[src/rtl/imm_encode.sv]
// rtl/imm_encode.sv - RISC-V immediate packer with registered output; optional IMM_ERR_COUNT_EN error counter
module imm_encode (
    input  logic        clk,
    input  logic        rst,
    input  logic        in_valid,
    output logic        in_ready,
    input  logic [31:0] imm_val,
    input  logic [2:0]  imm_src,
    input  logic [31:0] base_instr,
    output logic        out_valid,
    input  logic        out_ready,
    output logic [31:0] instr,
    output logic        range_err,
    output logic        src_err
`ifdef IMM_ERR_COUNT_EN
    ,
    output logic [15:0] err_count
`endif
);

    localparam logic [2:0] SRC_I = 3'b000;
    localparam logic [2:0] SRC_S = 3'b001;
    localparam logic [2:0] SRC_B = 3'b010;
    localparam logic [2:0] SRC_J = 3'b011;
    localparam logic [2:0] SRC_U = 3'b100;

    logic [31:0] clr_mask;
    logic [31:0] field;
    logic [31:0] enc_instr;
    logic        enc_range;
    logic        enc_src;
    logic        accept;

    assign in_ready = !out_valid || out_ready;
    assign accept   = in_valid && in_ready;

    always_comb begin
        clr_mask  = 32'h0000_0000;
        field     = 32'h0000_0000;
        enc_range = 1'b0;
        enc_src   = 1'b0;
        case (imm_src)
            SRC_I: begin
                clr_mask  = 32'hFFF0_0000;
                field     = {imm_val[11:0], 20'h0};
                enc_range = imm_val != {{20{imm_val[11]}}, imm_val[11:0]};
            end
            SRC_S: begin
                clr_mask  = 32'hFE00_0F80;
                field     = {imm_val[11:5], 13'h0, imm_val[4:0], 7'h0};
                enc_range = imm_val != {{20{imm_val[11]}}, imm_val[11:0]};
            end
            SRC_B: begin
                clr_mask  = 32'hFE00_0F80;
                field     = {imm_val[12], imm_val[10:5], 13'h0, imm_val[4:1], imm_val[11], 7'h0};
                enc_range = (imm_val != {{19{imm_val[12]}}, imm_val[12:0]}) || imm_val[0];
            end
            SRC_J: begin
                clr_mask  = 32'hFFFF_F000;
                field     = {imm_val[20], imm_val[10:1], imm_val[11], imm_val[19:12], 12'h0};
                enc_range = (imm_val != {{11{imm_val[20]}}, imm_val[20:0]}) || imm_val[0];
            end
            SRC_U: begin
                clr_mask  = 32'hFFFF_F000;
                field     = {imm_val[31:12], 12'h0};
                enc_range = imm_val[11:0] != 12'h0;
            end
            default: begin
                enc_src = 1'b1;
            end
        endcase
        enc_instr = (base_instr & ~clr_mask) | field;
    end

    // Output register: loads on accept, otherwise drops valid once the consumer takes it.
    always_ff @(posedge clk) begin
        if (rst) begin
            out_valid <= 1'b0;
            instr     <= 32'h0;
            range_err <= 1'b0;
            src_err   <= 1'b0;
        end else if (accept) begin
            out_valid <= 1'b1;
            instr     <= enc_instr;
            range_err <= enc_range;
            src_err   <= enc_src;
        end else if (out_ready) begin
            out_valid <= 1'b0;
        end
    end

`ifdef IMM_ERR_COUNT_EN
    always_ff @(posedge clk) begin
        if (rst) begin
            err_count <= 16'h0;
        end else if (accept && (enc_range || enc_src) && err_count != 16'hFFFF) begin
            err_count <= err_count + 16'h1;
        end
    end
`endif

endmodule

[config.mk]
export PLATFORM = sky130hd
export DESIGN_NAME = imm_encode
export DESIGN_NICKNAME = d
export VERILOG_FILES = /design/src/rtl/imm_encode.sv
export SDC_FILE = /design/constraint.sdc
export NUM_CORES = 1
export LEC_CHECK = 0
export BUFFER_PORTS_ARGS = -buffer_cell sky130_fd_sc_hd__buf_2
export CAP_MARGIN = 25
export CORE_MARGIN = 2
export CORE_UTILIZATION = 46
export CTS_BUF_LIST = sky130_fd_sc_hd__clkbuf_8
export CTS_CLUSTER_DIAMETER = 120
export CTS_CLUSTER_SIZE = 30
export DETAILED_ROUTE_END_ITERATION = 10
export MAX_ROUTING_LAYER = met4
export PLACE_DENSITY = 0.82
export SYNTH_ARGS = -nofsm -noshare
export SYNTH_HDL_FRONTEND = slang
export SYNTH_SLANG_ARGS = --single-unit
[constraint.sdc]
create_clock -name clk -period 1.72 [get_ports clk]
set_input_delay 0.086 -clock clk [delete_from_list [all_inputs] [get_ports clk]]
set_output_delay 0.086 -clock clk [all_outputs]
set_load 0.02 [all_outputs]
### After elaboration in Yosys (flattened, before gate mapping)

Cells that the tools add are included.

| operators by class | value |
|---|---|
| add/subtract/negate cells | 0 |
| $mul | 0 |
| divide/modulo/power cells | 0 |
| $lt $le $gt $ge | 0 |
| eq/ne operators | 7 |
| shift-type cells | 0 |
| multiplexer cells | 6 |
| bitwise logic cells | 3 |
| reduce and logical (&&, ||, !) cells | 12 |

Operators with widths:

| kind | count |
|---|---|
| 32-bit case mux with 5 select lines | 1 |
| 32-bit case mux with 3 select lines | 1 |
| 32-bit bitwise AND | 1 |
| 32-bit NOT | 1 |
| 32-bit bitwise OR | 1 |
| 20-bit != test | 1 |
| 19-bit != test | 1 |
| 12-bit nonzero test | 1 |
| 11-bit != test | 1 |
| 3-bit by 2-bit equality test with 1-bit output (second input constant) | 2 |
| 2-bit OR reduction | 3 |
| 5-bit OR reduction | 1 |
| 1-bit case mux with 4 select lines | 1 |
| 3-bit by 1-bit equality test with 1-bit output (second input constant) | 1 |
| 3-bit equality test (second input constant) | 1 |
| 3-bit logical NOT | 1 |
| 1-bit logical OR | 3 |
| 1-bit two-way mux | 3 |
| 2-bit nonzero test | 1 |
| 1-bit logical AND | 1 |
| 1-bit logical NOT | 1 |

| storage, ports and cells | value |
|---|---|
| register bits after elaboration | 35 |
| latch bits | 0 |
| bits in writable memories | 0 |
| memory bits (read-only) | 0 |
| bits of input ports | 71 |
| output and inout port bits | 36 |
| word-level logic and storage cells | 32 |
| memories | 0 |

### Longest topological paths before layout

| logic depth | value |
|---|---|
| word-level depth | 6 |
| depth in mapped cells | 7 |
| depth with buffers taken out | 5 |

### Worst setup path after synthesis

No wires, ideal clock.

| timing path | value |
|---|---|
| kind | reg-to-reg |
| from | register out_valid |
| to | register instr[12] |
| setup time | 0.071 ns |
| arrival time | 1.531 ns |
| data required time | 1.649 ns |
| setup slack | 0.118 ns |
| cell stages (with the launch flop) | 7 |
| path buffers | 2 |
| clock period less this slack | 1.602 ns |
| path through | dfxtp_1 > nand2b_1 > nand2_1 > clkbuf_1 > buf_2 > nand2_1 > a21oi_1 |

| on the way | value |
|---|---|
| cells in the longest elaborated chain, start to end | 3 |

Ends and longest elaborated chain:

| element | line | text |
|---|---|---|
| from (decl) | 10 | `output logic out_valid,` |
| from (signal assigned) | 78 | `out_valid <= 1'b0;` |
| from (signal assigned) | 83 | `out_valid <= 1'b1;` |
| from (signal assigned) | 88 | `out_valid <= 1'b0;` |
| 1-bit logical NOT | 34 | `assign in_ready = !out_valid \|\| out_ready;` |
| 1-bit logical OR | 34 |  |
| via in_ready | 6 | `output logic in_ready,` |
| 1-bit logical AND | 35 | `assign accept = in_valid && in_ready;` |
| to (signal assigned) | 84 | `instr <= enc_instr;` |
| to (decl) | 12 | `output logic [31:0] instr,` |

The timed path passes the listed nets, and every way through them passes these cells.
A chain may end at the register's enable or synchronous reset.

### Worst setup path after layout

| timing path | value |
|---|---|
| from | register out_valid |
| to | register range_err |

| on the way | value |
|---|---|
| cells in the longest elaborated chain, start to end | 3 |

Ends and longest elaborated chain:

| element | line | text |
|---|---|---|
| 1-bit logical NOT | 34 |  |
| 1-bit logical OR | 34 |  |
| 1-bit logical AND | 35 |  |
| to (signal assigned) | 85 | `range_err <= enc_range;` |
| to (decl) | 13 | `output logic range_err,` |

No other way between the ends.

==> results.json <==
{
  "p_sw_share_pct": 30.9,
  "grt_max_degree": 36,
  "die_h_um": 70.1,
  "place.gp.congestion": 0.920,
  "slowest_stage": "a211oi_1",
  "tritoncts": "yes",
  "power_mw": 2.20,
  "cp-startpoint": "out_valid$_SDFFE_PP0P_",
  "synth-async-reset-ratio_pct": 0,
  "syn_avg_cell_area_um2": 7.45,
  "start_kind": "register",
  "placed_cell_area_mm2": 0.00262,
  "intPower_mw": 1.52,
  "syn_to_final_growth_pct": 35.8,
  "synth.largest_area_cell": "dfxtp_1",
  "die_area_mm2": 0.00492,
  "hold_viol": 0,
  "portBuffers": 106,
  "yosys-top-cells-area": "dfxtp_1 (35%), nand2_1 (7.6%), a21oi_1 (7.0%)",
  "synth_edf_count": 0,
  "slew_headroom_pct": 65.9,
  "synth_cell_type_count": 44,
  "io_pins": 107,
  "drt-wirelength-per-cell_um": 15.0,
  "critical_path_class": "reg -> reg",
  "hpwlAfterDp_mm": 4.78,
  "cts.repair_timing.setup_buffer_count": 0,
  "start_util_pct": 46.9,
  "netlist_instances": 270,
  "root_buffer": "clkbuf_8",
  "worst_pin_slew_ps": 507,
  "clk_latency_ps": 290,
  "reg2reg_from": "out_valid$_SDFFE_PP0P_",
  "powerDensity_mw_per_mm2": 806,
  "track_usage_pct": 26.9,
  "cts_sinks": 35,
  "vias": 2501,
  "clock.fmax_mhz": 689,
  "fp-row-count": 24,
  "setup_viol": 0,
  "p_leak_nw": 1.22,
  "switchingPower_uw": 681,
  "synth_top_area_share_pct": 34.8,
  "fin_ws_ps": 269,
  "clock_path_buffers": 2,
  "endpoint": "range_err$_SDFFE_PP0P_",
  "syn_nets": 341,
  "clock_power_share_pct": 33.9,
  "fill_cells": 403,
  "seq_area_um2": 701,
  "design_area_mm2": 0.00273,
  "gr-total-overflow": 0,
  "r2r-end": "range_err$_SDFFE_PP0P_",
  "min_period_over_period_pct": 84.4,
  "syn-cell-area_mm2": 0.00201,
  "ant_nets": 0,
  "critPathRequiredTime_ps": 1940,
  "yosysSeqAreaShare_pct": 34.8,
  "final-max-slew-violation-count": 0,
  "antenna_found_initial": 0,
  "cap_violations": 0,
  "diodes": 0,
  "grt_setup_unrepaired": "false",
  "multi_input_area_mm2": 0.00120,
  "avgViaCountPerCell": 5.83,
  "rrSetupSlack_ps": 270,
  "hold_buffers": 0,
  "cts-htree-levels": 2,
  "critPathMaxFanout": 7,
  "drtIter0Drc": 184,
  "grt_pass1_wl_mm": 10.4,
  "ir_drop_uv": 371,
  "numPlacedInstances": 421,
  "cts.repair.resized": 0,
  "finClkSkew_ps": 4.97,
  "synth_ff_type": "dfxtp_1",
  "wirelength_mm": 6.45,
  "drc": 0,
  "setup_tns_ps": 0,
  "cts-buffers-inserted": 5,
  "first_pass_iters": 4,
  "cp.arrival_ps": 1670,
  "power_frac_seq_pct": 40.8,
  "core_mm2": 0.00429,
  "pre_cts_slack_ps": 148,
  "end_kind": "register",
  "drive_gt1_share_pct": 35.8,
  "min_period_ps": 1450,
  "status": "completed",
  "critical_path.max_stage_delay_ps": 410,
  "stdcell_count": 429,
  "clkSlewWorstSetupHoldPaths_ps": 80,
  "hold_class": "in -> reg",
  "crit_chain": "nand2b_1, nand2_1, a211oi_1, o311ai_1, o221ai_2",
  "r2r_cells": 5,
  "die_w_um": 70.1,
  "grt_pass1_vias": 2289,
  "power_frac_comb_pct": 25.3,
  "ys_warn_count": 0,
  "nNetsFinal": 447,
  "synth-seq-cells": 35
}
layout by cell type (no fill, tap or decap), drive strengths merged, types with 5 or more instances in the layout:
cell type / instances
mux2i: 5
a311oi: 12
clkbuf: 5
nand4: 5
nor3: 5
a211oi: 6
nand3: 11
or4: 5
dfxtp: 35
a21oi: 28
nand2: 41
nor4: 6
inv: 6
o21ai: 15
buf: 119
nor2: 35
worst max-delay path: cells and delay by family (launching register included):
| kind | cells | cell delay (ps) |
|---|---|---|
| compound gates | 3 | 740 |
| simple gates | 2 | 340 |
| flops | 1 | 310 |
cell families (layout without fill, tap and decap cells):
kind of cell / after synthesis / count (layout) / share of synthesized area, %
AOI/OAI and AO/OA: 82 / 82 / 28.2
and+or+nand+nor: 117 / 117 / 26.9
xor gates and xnor gates: 1 / 1 / 0.435
DFF: 35 / 35 / 34.8
buffers and inverters: 27 / 134 / 5.53
muxes: 8 / 8 / 4.17
worst min path at each step:
stage	startpoint	end	slack (ps)	cells after the start
finish	base_instr[22]	instr[22]$_SDFFE_PP0P_	30	3
global placement	base_instr[6]	instr[6]$_SDFFE_PP0P_	330	3
detailed placement	base_instr[22]	instr[22]$_SDFFE_PP0P_	340	3
global route	base_instr[2]	instr[2]$_SDFFE_PP0P_	40	3
CTS	base_instr[22]	instr[22]$_SDFFE_PP0P_	20	3
floorplan	in_valid	out_valid$_SDFFE_PP0P_	220	2
metrics by stage:
stage | utilization [%] | hold slack, ps
floorplan | - | 215
global placement | 61.0 | 330
detailed placement | 61.0 | 336
CTS | 63.6 | 22.7
global route | 63.6 | 43.3
finish | 63.6 | 26.6
state kept, by name, indices dropped and copies added, names as in the netlist:
name / flops
instr: 32
src_err: 1
range_err: 1
out_valid: 1
routing by layer:
metal	global-route usage [%]	part of all wire, %	up-vias
li1	-	-	1205
met1	33.5	43	1138
met2	42.6	46	139
met3	5.63	8.2	19
met4	10.9	2.5	0
met5	-	0	-
cell usage after synthesis (2+ instances only):
master    count
a211oi_1      6
nand2_1      41
o22a_1        2
dfxtp_1      35
a31oi_1       3
o21ai_1      11
inv_1         5
nand3_1      11
nor4_1        6
nand4_1       5
or3_1         3
o21ai_0       4
mux2_1        2
nor2_2        2
a22oi_1       2
a221o_1       2
nor2_1       33
a32o_1        2
clkbuf_1      8
mux2i_1       5
and2_1        2
or4_1         4
a311oi_1     12
buf_1         4
nor3_1        5
o211ai_1      2
buf_2         8
a21oi_1      28
nand2b_1      2
power groups by stage:
stage	sequential, mW	combinational (mW)	clock [mW]
floorplan	0.993	0.242	0
global placement	0.915	0.542	0
detailed placement	0.918	0.549	0
CTS	0.899	0.552	0.759
global route	0.906	0.607	0.793
finish	0.899	0.556	0.747
final cells by class:
type,count,area share (%)
clock inverter,3,1.60
multi-input combinational,208,43.9
sequential,35,25.6
clock buffer,5,2.52
timing repair buffer,119,23.0
tap,52,2.38
inverter,7,0.962
Power figures use the tool's default switching activity.
